===== config.mk =====
export PLATFORM = sky130hd
export DESIGN_NAME = alu_seq
export DESIGN_NICKNAME = d
export VERILOG_FILES = /design/src/rtl/alu_pkg.sv /design/src/rtl/alu_seq_muldiv.sv /design/src/rtl/alu_seq.sv
export SDC_FILE = /design/constraint.sdc
export NUM_CORES = 1
export LEC_CHECK = 0
export CORE_AREA = 2 2 219 221
export CTS_BUF_LIST = sky130_fd_sc_hd__clkbuf_2 sky130_fd_sc_hd__clkbuf_4 sky130_fd_sc_hd__clkbuf_8
export CTS_CLUSTER_SIZE = 25
export DETAILED_ROUTE_END_ITERATION = 12
export DIE_AREA = 0 0 221 223
export GPL_TIMING_DRIVEN = 0
export MAX_ROUTING_LAYER = met4
export PLACE_DENSITY = 0.82
export SYNTH_ARGS = -nofsm -noshare
export SYNTH_HDL_FRONTEND = slang
export SYNTH_SLANG_ARGS = --single-unit

===== constraint.sdc =====
create_clock -name clk -period 10.7 [get_ports clk]
set_clock_uncertainty 0.1 [all_clocks]
set_input_delay 2.14 -clock clk [delete_from_list [all_inputs] [get_ports clk]]
set_output_delay 2.14 -clock clk [all_outputs]
set_load 0.005 [all_outputs]

===== src/rtl/alu_pkg.sv =====
// Shared opcode, FSM state and flag-index definitions for the sequential ALU.
package alu_pkg;

  typedef logic [3:0] alu_op_t;

  localparam alu_op_t OP_ADD  = 4'h0;
  localparam alu_op_t OP_SUB  = 4'h1;
  localparam alu_op_t OP_MOV  = 4'h2;
  localparam alu_op_t OP_AND  = 4'h3;
  localparam alu_op_t OP_ORR  = 4'h4;
  localparam alu_op_t OP_MLS  = 4'h5;
  localparam alu_op_t OP_EOR  = 4'h6;
  localparam alu_op_t OP_MVN  = 4'h7;
  localparam alu_op_t OP_MLA  = 4'h8;
  localparam alu_op_t OP_RSB  = 4'h9;
  localparam alu_op_t OP_ADC  = 4'hA;
  localparam alu_op_t OP_SBC  = 4'hB;
  localparam alu_op_t OP_MUL  = 4'hC;
  localparam alu_op_t OP_UDIV = 4'hD;
  localparam alu_op_t OP_SDIV = 4'hE;
  localparam alu_op_t OP_RSVD = 4'hF;

  typedef enum logic [1:0] {
    IDLE = 2'd0,
    MUL  = 2'd1,
    DIV  = 2'd2,
    DONE = 2'd3
  } state_t;

  localparam int FLAG_N = 3;
  localparam int FLAG_Z = 2;
  localparam int FLAG_C = 1;
  localparam int FLAG_V = 0;

  // Opcodes that run on the iterative multiplier.
  function automatic logic is_mul_op(input alu_op_t op);
    return (op == OP_MUL) || (op == OP_MLA) || (op == OP_MLS);
  endfunction

  // Opcodes that run on the iterative divider.
  function automatic logic is_div_op(input alu_op_t op);
    return (op == OP_UDIV) || (op == OP_SDIV);
  endfunction

endpackage


===== src/rtl/alu_seq_muldiv.sv =====
// Iterative core: MSB-first radix-2 shift-add multiply and restoring divide.
// A start loads the operands; WIDTH steps follow. done_o is high during the
// final step and res_o then shows that step's outcome (sign-fixed for SDIV).
module alu_seq_muldiv #(
  parameter int WIDTH = 32
) (
  input  logic             clk,
  input  logic             reset,
  input  logic             start_i,
  input  logic             is_div_i,
  input  logic             signed_i,
  input  logic [WIDTH-1:0] a_i,
  input  logic [WIDTH-1:0] b_i,
  output logic             done_o,
  output logic [WIDTH-1:0] res_o
);

  localparam int CW = $clog2(WIDTH + 1);

  logic [CW-1:0]    cnt_q, cnt_d;
  logic [WIDTH-1:0] acc_q, acc_d;   // product or quotient under construction
  logic [WIDTH-1:0] opa_q, opa_d;   // multiplicand or divisor magnitude
  logic [WIDTH-1:0] opb_q, opb_d;   // multiplier or dividend, consumed MSB first
  logic [WIDTH-1:0] rem_q, rem_d;
  logic             is_div_q, is_div_d;
  logic             neg_q, neg_d;

  logic [WIDTH-1:0] mag_a_s, mag_b_s;
  logic [WIDTH:0]   rem_shift_s, rem_diff_s;
  logic             q_bit_s;

  // Operand magnitudes, one iteration step and the next-state selection.
  always_comb begin
    mag_a_s     = (signed_i && a_i[WIDTH-1]) ? (~a_i + WIDTH'(1)) : a_i;
    mag_b_s     = (signed_i && b_i[WIDTH-1]) ? (~b_i + WIDTH'(1)) : b_i;
    rem_shift_s = {rem_q, opb_q[WIDTH-1]};
    rem_diff_s  = rem_shift_s - {1'b0, opa_q};
    q_bit_s     = ~rem_diff_s[WIDTH];
    cnt_d       = cnt_q;
    acc_d       = acc_q;
    opa_d       = opa_q;
    opb_d       = opb_q;
    rem_d       = rem_q;
    is_div_d    = is_div_q;
    neg_d       = neg_q;
    if (start_i) begin
      cnt_d    = CW'(WIDTH);
      acc_d    = {WIDTH{1'b0}};
      rem_d    = {WIDTH{1'b0}};
      opa_d    = is_div_i ? mag_b_s : a_i;
      opb_d    = is_div_i ? mag_a_s : b_i;
      is_div_d = is_div_i;
      neg_d    = is_div_i && signed_i && (a_i[WIDTH-1] ^ b_i[WIDTH-1]);
    end else if (cnt_q != {CW{1'b0}}) begin
      cnt_d = cnt_q - CW'(1);
      opb_d = {opb_q[WIDTH-2:0], 1'b0};
      if (is_div_q) begin
        acc_d = {acc_q[WIDTH-2:0], q_bit_s};
        rem_d = q_bit_s ? rem_diff_s[WIDTH-1:0] : rem_shift_s[WIDTH-1:0];
      end else begin
        acc_d = {acc_q[WIDTH-2:0], 1'b0} + (opb_q[WIDTH-1] ? opa_q : {WIDTH{1'b0}});
        rem_d = rem_q;
      end
    end else begin
      cnt_d = cnt_q;
    end
    done_o = (cnt_q == CW'(1));
    res_o  = neg_q ? (~acc_d + WIDTH'(1)) : acc_d;
  end

  // Iteration state registers.
  always_ff @(posedge clk) begin
    if (!reset) begin
      cnt_q    <= {CW{1'b0}};
      acc_q    <= {WIDTH{1'b0}};
      opa_q    <= {WIDTH{1'b0}};
      opb_q    <= {WIDTH{1'b0}};
      rem_q    <= {WIDTH{1'b0}};
      is_div_q <= 1'b0;
      neg_q    <= 1'b0;
    end else begin
      cnt_q    <= cnt_d;
      acc_q    <= acc_d;
      opa_q    <= opa_d;
      opb_q    <= opb_d;
      rem_q    <= rem_d;
      is_div_q <= is_div_d;
      neg_q    <= neg_d;
    end
  end

endmodule


===== src/rtl/alu_seq.sv =====
// Multi-cycle ALU top: handshake FSM, single-cycle datapath and NZCV logic.
module alu_seq
  import alu_pkg::*;
#(
  parameter int WIDTH = 32
) (
  input  logic             clk,
  input  logic             reset,
  input  logic             in_valid,
  output logic             in_ready,
  input  logic [3:0]       op,
  input  logic [WIDTH-1:0] src_a,
  input  logic [WIDTH-1:0] src_b,
  input  logic [WIDTH-1:0] src_c,
  input  logic             carry_in,
  output logic             out_valid,
  input  logic             out_ready,
  output logic [WIDTH-1:0] result,
  output logic [3:0]       flags
);

  state_t           state_q;
  logic             in_ready_q, out_valid_q;
  logic [WIDTH-1:0] result_q, acc_c_q;
  logic [3:0]       flags_q;
  alu_op_t          op_q;

  logic             accept_s, start_s, div_zero_s, core_done_s;
  logic [WIDTH-1:0] core_res_s, md_res_s;
  logic [WIDTH-1:0] x_s, y_s, alu_res_s;
  logic [WIDTH:0]   sum_s;
  logic             ci_s, is_arith_s, ovf_s;
  logic [3:0]       alu_flags_s;

  // Pack {N,Z,C,V}; N and Z always follow the result.
  function automatic logic [3:0] make_flags(input logic [WIDTH-1:0] r,
                                            input logic c, input logic v);
    logic [3:0] f;
    f         = 4'b0000;
    f[FLAG_N] = r[WIDTH-1];
    f[FLAG_Z] = (r == {WIDTH{1'b0}});
    f[FLAG_C] = c;
    f[FLAG_V] = v;
    return f;
  endfunction

  assign accept_s   = in_valid && in_ready_q;
  assign div_zero_s = (src_b == {WIDTH{1'b0}});
  assign start_s    = accept_s && (is_mul_op(op) || (is_div_op(op) && !div_zero_s));

  alu_seq_muldiv #(.WIDTH(WIDTH)) u_muldiv (
    .clk      (clk),
    .reset    (reset),
    .start_i  (start_s),
    .is_div_i (is_div_op(op)),
    .signed_i (op == OP_SDIV),
    .a_i      (src_a),
    .b_i      (src_b),
    .done_o   (core_done_s),
    .res_o    (core_res_s)
  );

  // Single-cycle datapath: subtracts are x + ~y + cin so C is the ARM not-borrow.
  always_comb begin
    x_s        = src_a;
    y_s        = src_b;
    ci_s       = 1'b0;
    is_arith_s = 1'b0;
    case (op)
      OP_ADD:  begin is_arith_s = 1'b1; end
      OP_ADC:  begin is_arith_s = 1'b1; ci_s = carry_in; end
      OP_SUB:  begin is_arith_s = 1'b1; y_s = ~src_b; ci_s = 1'b1; end
      OP_SBC:  begin is_arith_s = 1'b1; y_s = ~src_b; ci_s = carry_in; end
      OP_RSB:  begin is_arith_s = 1'b1; x_s = src_b; y_s = ~src_a; ci_s = 1'b1; end
      default: begin is_arith_s = 1'b0; end
    endcase
    sum_s = {1'b0, x_s} + {1'b0, y_s} + {{WIDTH{1'b0}}, ci_s};
    ovf_s = (x_s[WIDTH-1] == y_s[WIDTH-1]) && (sum_s[WIDTH-1] != x_s[WIDTH-1]);
    case (op)
      OP_ADD, OP_ADC, OP_SUB, OP_SBC, OP_RSB: alu_res_s = sum_s[WIDTH-1:0];
      OP_MOV:  alu_res_s = src_b;
      OP_MVN:  alu_res_s = ~src_b;
      OP_AND:  alu_res_s = src_a & src_b;
      OP_ORR:  alu_res_s = src_a | src_b;
      OP_EOR:  alu_res_s = src_a ^ src_b;
      default: alu_res_s = {WIDTH{1'b0}};  // reserved and divide-by-zero
    endcase
    alu_flags_s = make_flags(alu_res_s, is_arith_s & sum_s[WIDTH], is_arith_s & ovf_s);
  end

  // Final-step accumulate for MLA/MLS on the core's product.
  always_comb begin
    case (op_q)
      OP_MLA:  md_res_s = acc_c_q + core_res_s;
      OP_MLS:  md_res_s = acc_c_q - core_res_s;
      default: md_res_s = core_res_s;
    endcase
  end

  // Handshake FSM with registered ready/valid/result/flags.
  always_ff @(posedge clk) begin
    if (!reset) begin
      state_q     <= IDLE;
      in_ready_q  <= 1'b0;
      out_valid_q <= 1'b0;
      result_q    <= {WIDTH{1'b0}};
      flags_q     <= 4'b0000;
      op_q        <= OP_ADD;
      acc_c_q     <= {WIDTH{1'b0}};
    end else begin
      case (state_q)
        IDLE: begin
          in_ready_q <= !accept_s;
          if (accept_s) begin
            op_q    <= op;
            acc_c_q <= src_c;
            if (is_mul_op(op)) begin
              state_q <= MUL;
            end else if (is_div_op(op) && !div_zero_s) begin
              state_q <= DIV;
            end else begin
              state_q     <= DONE;
              out_valid_q <= 1'b1;
              result_q    <= alu_res_s;
              flags_q     <= alu_flags_s;
            end
          end else begin
            state_q <= IDLE;
          end
        end
        MUL, DIV: begin
          if (core_done_s) begin
            state_q     <= DONE;
            out_valid_q <= 1'b1;
            result_q    <= md_res_s;
            flags_q     <= make_flags(md_res_s, 1'b0, 1'b0);
          end else begin
            state_q <= state_q;
          end
        end
        DONE: begin
          if (out_ready) begin
            state_q     <= IDLE;
            out_valid_q <= 1'b0;
            in_ready_q  <= 1'b1;
          end else begin
            state_q <= DONE;
          end
        end
        default: begin
          state_q     <= IDLE;
          out_valid_q <= 1'b0;
          in_ready_q  <= 1'b0;
        end
      endcase
    end
  end

  assign in_ready  = in_ready_q;
  assign out_valid = out_valid_q;
  assign result    = result_q;
  assign flags     = flags_q;

endmodule


* Word-level counts from Yosys, hierarchy flattened *
Cells that the tools add are included.

word-level totals
  register bits = 212
  latch bits = 0
  bits in writable memories = 0
  memory bits (read-only) = 0
  input bits = 105
  output and inout port bits = 38
  word-level logic and storage cells = 141
  memories kept = 0

operators by class
  $add $sub $neg = 10
  multipliers = 0
  divide/modulo/power cells = 0
  $lt $le $gt $ge = 0
  equality and inequality tests = 27
  shifts and indexed selects = 0
  muxes and demuxes = 44
  bitwise operators = 11
  reductions and logical operators = 34

operators by type and width
  kind                                                                    count
  32-bit two-way mux                                                      17
  32-bit case mux with 2 select lines                                     3
  32-bit case mux with 6 select lines                                     1
  32-bit by 1-bit adder with 32-bit output (second input constant)        3
  32-bit logical NOT                                                      3
  32-bit NOT                                                              3
  32-bit adder                                                            2
  32-bit by 32-bit adder with 33-bit output                               1
  33-bit by 1-bit adder with 33-bit output                                1
  33-bit by 32-bit subtractor with 33-bit output                          1
  32-bit AND                                                              1
  4-bit equality test (second input constant)                             8
  32-bit bitwise OR                                                       1
  32-bit subtractor                                                       1
  32-bit bitwise XOR                                                      1
  4-bit by 3-bit equality test with 1-bit output (second input constant)  5
  4-bit two-way mux                                                       4
  6-bit two-way mux                                                       2
  2-bit inequality test (second input constant)                           5
  5-bit AND reduction                                                     2
  2-bit OR reduction                                                      5
  4-bit by 2-bit equality test with 1-bit output (second input constant)  2
  1-bit logical AND                                                       8
  1-bit two-way mux                                                       8
  23 further kinds                                                        38

* Longest topological paths before layout *
  depth after elaboration = 14
  gate-level depth with buffers = 42

* Cells and area by module *
From an unflattened synthesis, not the netlist that was laid out.

unflattened totals
  cell total of the unflattened synthesis = 3329
  area, all modules = 23109.7 um^2

by module, submodules not included
  module          instances  cells an instance  area an instance (um^2)  seq. area each (um^2)
  alu_seq_muldiv  1          1770               12298.0                  2722.6
  alu_seq         1          1559               10811.6                  1501.4

* Worst setup path after synthesis *
No wires, ideal clock.

  kind = input-to-reg
  start point = input port src_b[3]
  end point = register flags_q[2] (netlist: flags[2])
  library setup time = 126 ps
  arrival time = 10704 ps
  required time = 10474 ps
  path slack = -231 ps
  cell stages on the path = 39
  buffers on the path = 6
  cell sequence = buf_2 or4_4 or4b_4 o41a_1 or2_1 buf_6 clkbuf_1 clkbuf_1 clkbuf_1 nor3_1 inv_1 ha_1 clkbuf_1 inv_1 or4_1 o22ai_1 a21oi_1 mux2i_1 (+3 left out) a31oi_1 xor2_1 ha_1 a21o_1 a21o_1 a21o_1 or3_1 o221a_2 o41a_1 a21oi_1 a211oi_1 o31ai_1 xnor2_1 nor2_1 mux2_2 nor2b_1 nor4_1 o211ai_1

between the ends
  longest elaborated chain between the ends = 14
  elaborated cells between the ends (all ways) = 30
  those cells by class = 5 x add/sub; 1 x eq/ne; 11 x mux; 5 x bitwise; 8 x reduce/logical

RTL lines
  what                                                      line                          source
  start: declaration                                        alu_seq.sv:13                 input logic [WIDTH-1:0] src_b,
  32-bit logical NOT *                                      alu_seq.sv:48                 assign div_zero_s = (src_b == {WIDTH{1'b0}});
  1-bit logical NOT *                                       alu_seq.sv:49                 assign start_s = accept_s && (is_mul_op(op) || (is_div_op(op) && !div_zero_s));
  1-bit logical AND *                                       alu_seq.sv:49
  1-bit logical OR *                                        alu_seq.sv:49
  1-bit logical AND *                                       alu_seq.sv:49
  32-bit two-way mux *                                      alu_seq_muldiv.sv:46          if (start_i) begin
  32-bit NOT                                                alu_seq_muldiv.sv:68          res_o = neg_q ? (~acc_d + WIDTH'(1)) : acc_d;
  32-bit by 1-bit adder with 32-bit output                  alu_seq_muldiv.sv:68
  32-bit two-way mux *                                      alu_seq_muldiv.sv:68
  named net core_res_s[0]                                   alu_seq.sv:29                 logic [WIDTH-1:0] core_res_s, md_res_s;
  32-bit subtractor / 32-bit adder (equally long branches)  alu_seq.sv:95, alu_seq.sv:94
  32-bit case mux with 2 select lines *                     alu_seq.sv:93                 case (op_q)
  32-bit logical NOT *                                      alu_seq.sv:41                 f[FLAG_Z] = (r == {WIDTH{1'b0}});
  4-bit two-way mux *                                       alu_seq.sv:132                if (core_done_s) begin
  4-bit case mux with 2 select lines *                      alu_seq.sv:111                case (state_q)
  end signal: assignment                                    alu_seq.sv:125                flags_q <= alu_flags_s;
  end signal: assignment                                    alu_seq.sv:136                flags_q <= make_flags(md_res_s, 1'b0, 1'b0);
  end: declaration                                          alu_seq.sv:25                 logic [3:0] flags_q;

The timed path passes the listed nets; every way through them passes the cells marked *. The select of a mux whose other input is x is not followed.
A chain may end at the register's enable or synchronous reset.

* Final worst setup path *
  start point = input port src_b[29]
  end point = register result_q[31] (netlist: result[31])

between the ends
  longest elaborated chain between the ends = 13
  elaborated cells between the ends (all ways) = 25
  those cells by class = 5 x add/sub; 1 x eq/ne; 11 x mux; 2 x bitwise; 6 x reduce/logical

RTL lines
  what                                                      line                           source
  32-bit logical NOT                                        alu_seq.sv:48
  1-bit logical NOT                                         alu_seq.sv:49, alu_seq.sv:119
  1-bit logical AND                                         alu_seq.sv:49, alu_seq.sv:119
  1-bit logical OR                                          alu_seq.sv:49
  1-bit logical AND                                         alu_seq.sv:49
  32-bit two-way mux                                        alu_seq_muldiv.sv:46
  32-bit NOT                                                alu_seq_muldiv.sv:68
  32-bit by 1-bit adder with 32-bit output                  alu_seq_muldiv.sv:68
  32-bit two-way mux                                        alu_seq_muldiv.sv:68
  32-bit subtractor / 32-bit adder (equally long branches)  alu_seq.sv:95, alu_seq.sv:94
  32-bit case mux with 2 select lines                       alu_seq.sv:93
  32-bit two-way mux                                        alu_seq.sv:132
  32-bit case mux with 2 select lines                       alu_seq.sv:111
  end signal: assignment                                    alu_seq.sv:106                 result_q <= {WIDTH{1'b0}};
  end signal: assignment                                    alu_seq.sv:124                 result_q <= alu_res_s;
  end signal: assignment                                    alu_seq.sv:135                 result_q <= md_res_s;
  end: declaration                                          alu_seq.sv:24                  logic [WIDTH-1:0] result_q, acc_c_q;

Parallel ways exist; a longest one is shown, timed or not. The select of a mux whose other input is x is not followed.

==> metrics.yaml <==
finalCritPeriodShare: 0.980
floorplan.initialDensity: 0.490
hold_violations: 0
grt_pass1_vias: 24500
start_kind: "primary input"
io_buffers: 141
die_y_um: 223
drv_slew: 0
syn_nets: 3642
diodes: 0
finalSetupTns_ns: 0
synth_top_area_frac: 0.183
hold_buffers: 0
synth_area_sq_um: 23100
synth-edff-count: 0
yosysTopAreaCell: "dfxtp_1"
hold-worst-slack_ns: 0.356
drc: 0
final_cells: 4159
overflow: 0
final_cell_area_sq_um: 26400
cp_slowest_cell: "or4_1"
antenna_found_initial: 0
dp_cells: 4090
p_leak_nw: 10.5
clk_pin_slew_ns: 0.06
path_delay_family: "compound AO/OA/AOI/OAI gates"
core_sq_um: 47100
yosys_warnings: 0
finalNetCount: 3830
dieArea_sq_um: 49300
htreeDepth: 2
die_w_um: 221
place_area_sq_um: 25300
gp_congestion: 1.08
maxCapViolCount: 0
synth-main-ff-cell: "dfxtp_1"
hold_class: "flip-flop to flip-flop"
ant_nets: 0
drtIter0Drc: 3715
setup_viol: 0
cts_sinks: 211
hpwl_um: 71600
fillers: 4490
wire_per_inst_um: 21.9
grt_max_degree: 11
cts_root_buffer: "clkbuf_8"
seq_area_frac_synth: 0.183
netlist_instances: 3334
final.min_clock_period_ns: 10.49
slew_headroom: 0.115
io_pins: 143
cts_tree: "yes"
crit_type: "primary input to flip-flop"
cp.required_ns: 11.10
crit_buf_inv: 8
async_reset_ff_frac: 0
syn-mean-instance-area_sq_um: 6.93
status: "complete, no violations"
ir_drop_uv: 213
slowest_delay_ns: 0.55
vias: 27100
tightest_slew_ns: 1.32
end_kind: "flip-flop"
fp-row-count: 80
track_usage: 0.362
grt_pass1_wl_um: 138000
synth_cell_type_count: 89
area_growth_pct: 14.2
vias_per_cell: 6.52
worstPathArrival_ns: 10.89
insertion_delay_ns: 0.61
drt-total-wl_um: 91300
pwr_density_cell_nw_per_um2: 263
synth_area_leaders: "dfxtp_1 18%, ha_1 11%, nand2_1 6.5%"
max_freq_mhz: 95.4
worstPathMaxFanout: 10
cts.path.max_buffers: 3
yosys_register_bits: 211
dr.pass1.iters: 7
drive_gt1_frac: 0.0553
cts-buffers-inserted: 37
final_util: 0.560
-- area by class of cell --
type / instances / area [sq um] / share of cell area
Buffer: 215 / 892 / 0.0338
Clock buffer: 52 / 659 / 0.0250
Clock inverter: 9 / 88.8 / 0.00336
Inverter: 158 / 596 / 0.0225
Multi-Input combinational cell: 2744 / 17700 / 0.668
Sequential cell: 211 / 4220 / 0.160
Tap cell: 615 / 769 / 0.0291
Timing Repair Buffer: 155 / 1530 / 0.0579
-- registers in the layout (all words and copies together), names as in the netlist --
signal / flops
acc_c_q: 32
out_valid: 1
u_muldiv.opb_q: 32
op_q: 4
u_muldiv.acc_q: 32
u_muldiv.cnt_q: 6
u_muldiv.rem_q: 32
result: 32
u_muldiv.opa_q: 32
in_ready: 1
flags: 3
u_muldiv.is_div_q: 1
state_q: 2
u_muldiv.neg_q: 1
-- worst register-to-register path: cells and delay by family, from the launching register on --
family | cells | cell delay [ns]
buf+inv | 6 | 1.20
mux | 2 | 0.39
compound gates | 16 | 4.01
fa+ha+maj | 4 | 1.25
simple gates | 9 | 2.36
xor+xnor | 2 | 0.46
flops | 1 | 0.39
-- metrics by stage --
| stage | power (mW) | setup slack (ns) |
|---|---|---|
| global route | 7.33 | -0.0326 |
| detailed placement | 5.70 | -2.67 |
| CTS | 6.60 | 0.000495 |
| global placement | 5.67 | -2.61 |
| floorplan | 4.40 | 0.00734 |
| finish | 6.95 | 0.214 |
-- cells by family (layout without fill, tap and decap cells) --
group                    Yosys count  after routing  share of synthesized area
AO/OA/AOI/OAI                   1108           1108                      0.313
XOR/XNOR                         175            175                     0.0663
adder cells (fa/ha/maj)          203            203                      0.111
buffers and inverters            379            589                     0.0627
flip-flops                       211            211                      0.183
multiplexers                      52             52                     0.0231
AND/OR/NAND/NOR                 1206           1206                      0.241
-- metal layers --
layer	track usage	vias up	part of all wire
met3	0.0475	337	0.11
met1	0.472	12500	0.40
li1	-	12500	-
met4	0.228	0	0.072
met5	-	-	0
met2	0.530	1781	0.42
-- placed cells by master, fill, tap and decap left out, types with 21 or more instances in the layout --
| cell | Yosys | final |
|---|---|---|
| a211oi_1 | 117 | 114 |
| a21o_1 | 64 | 64 |
| a21oi_1 | 282 | 278 |
| a221oi_1 | 24 | 24 |
| a22oi_1 | 49 | 49 |
| a311oi_1 | 39 | 39 |
| a31oi_1 | 41 | 40 |
| and2_1 | 31 | 31 |
| and3_1 | 28 | 28 |
| buf_1 | 32 | 32 |
| clkbuf_1 | 179 | 156 |
| clkbuf_8 | 0 | 43 |
| clkdlybuf4s50_1 | 0 | 134 |
| dfxtp_1 | 211 | 211 |
| ha_1 | 198 | 196 |
| inv_1 | 155 | 154 |
| mux2i_1 | 41 | 40 |
| nand2_1 | 401 | 400 |
| nand2b_1 | 28 | 27 |
| nand3_1 | 69 | 68 |
| nor2_1 | 390 | 389 |
| nor2b_1 | 21 | 21 |
| nor3_1 | 79 | 76 |
| o211ai_1 | 66 | 66 |
| o21a_1 | 23 | 23 |
| o21ai_0 | 230 | 226 |
| o31ai_1 | 30 | 28 |
| or3_1 | 31 | 31 |
| xnor2_1 | 133 | 132 |
| xor2_1 | 42 | 42 |
-- cell usage after synthesis, drive strengths merged (41+ instances only) --
| master | n |
|---|---|
| a22oi | 49 |
| a31oi | 41 |
| a21oi | 282 |
| nand3 | 69 |
| ha | 198 |
| xnor2 | 133 |
| nor2 | 390 |
| nor3 | 79 |
| nand2 | 402 |
| o211ai | 66 |
| a211oi | 117 |
| xor2 | 42 |
| a21o | 64 |
| buf | 42 |
| o21ai | 235 |
| mux2i | 41 |
| inv | 156 |
| dfxtp | 211 |
| clkbuf | 179 |
-- what timing repair did --
item | 4_1_cts | 5_1_grt
pin swaps | 9 | 16
endpoints found under the hold margin | 0 | 0
endpoints found under the setup margin | 22 | 11
gates resized for setup | 45 | 46
setup buffers | 9 | 5
-- where the power goes --
| part | switching [mW] | total (mW) | internal (mW) |
|---|---|---|---|
| sequential | 0.135 | 1.07 | 0.933 |
| clock | 0.378 | 0.801 | 0.423 |
| combinational | 3.25 | 5.08 | 1.83 |
-- path summary, 6_finish.rpt --
| kind | from | end | slack, ns | cells past startpoint |
|---|---|---|---|---|
| worst max register to register | u_muldiv.opb_q[31] | result[31] | 0.48 | 39 |
| worst max-delay path | src_b[29] | result[31] | 0.21 | 40 |
| worst min register to register | result[16] | result[16] | 0.36 | 2 |
| worst min-delay path | result[16] | result[16] | 0.36 | 2 |
No activity file was read; power rests on OpenSTA's default activity.
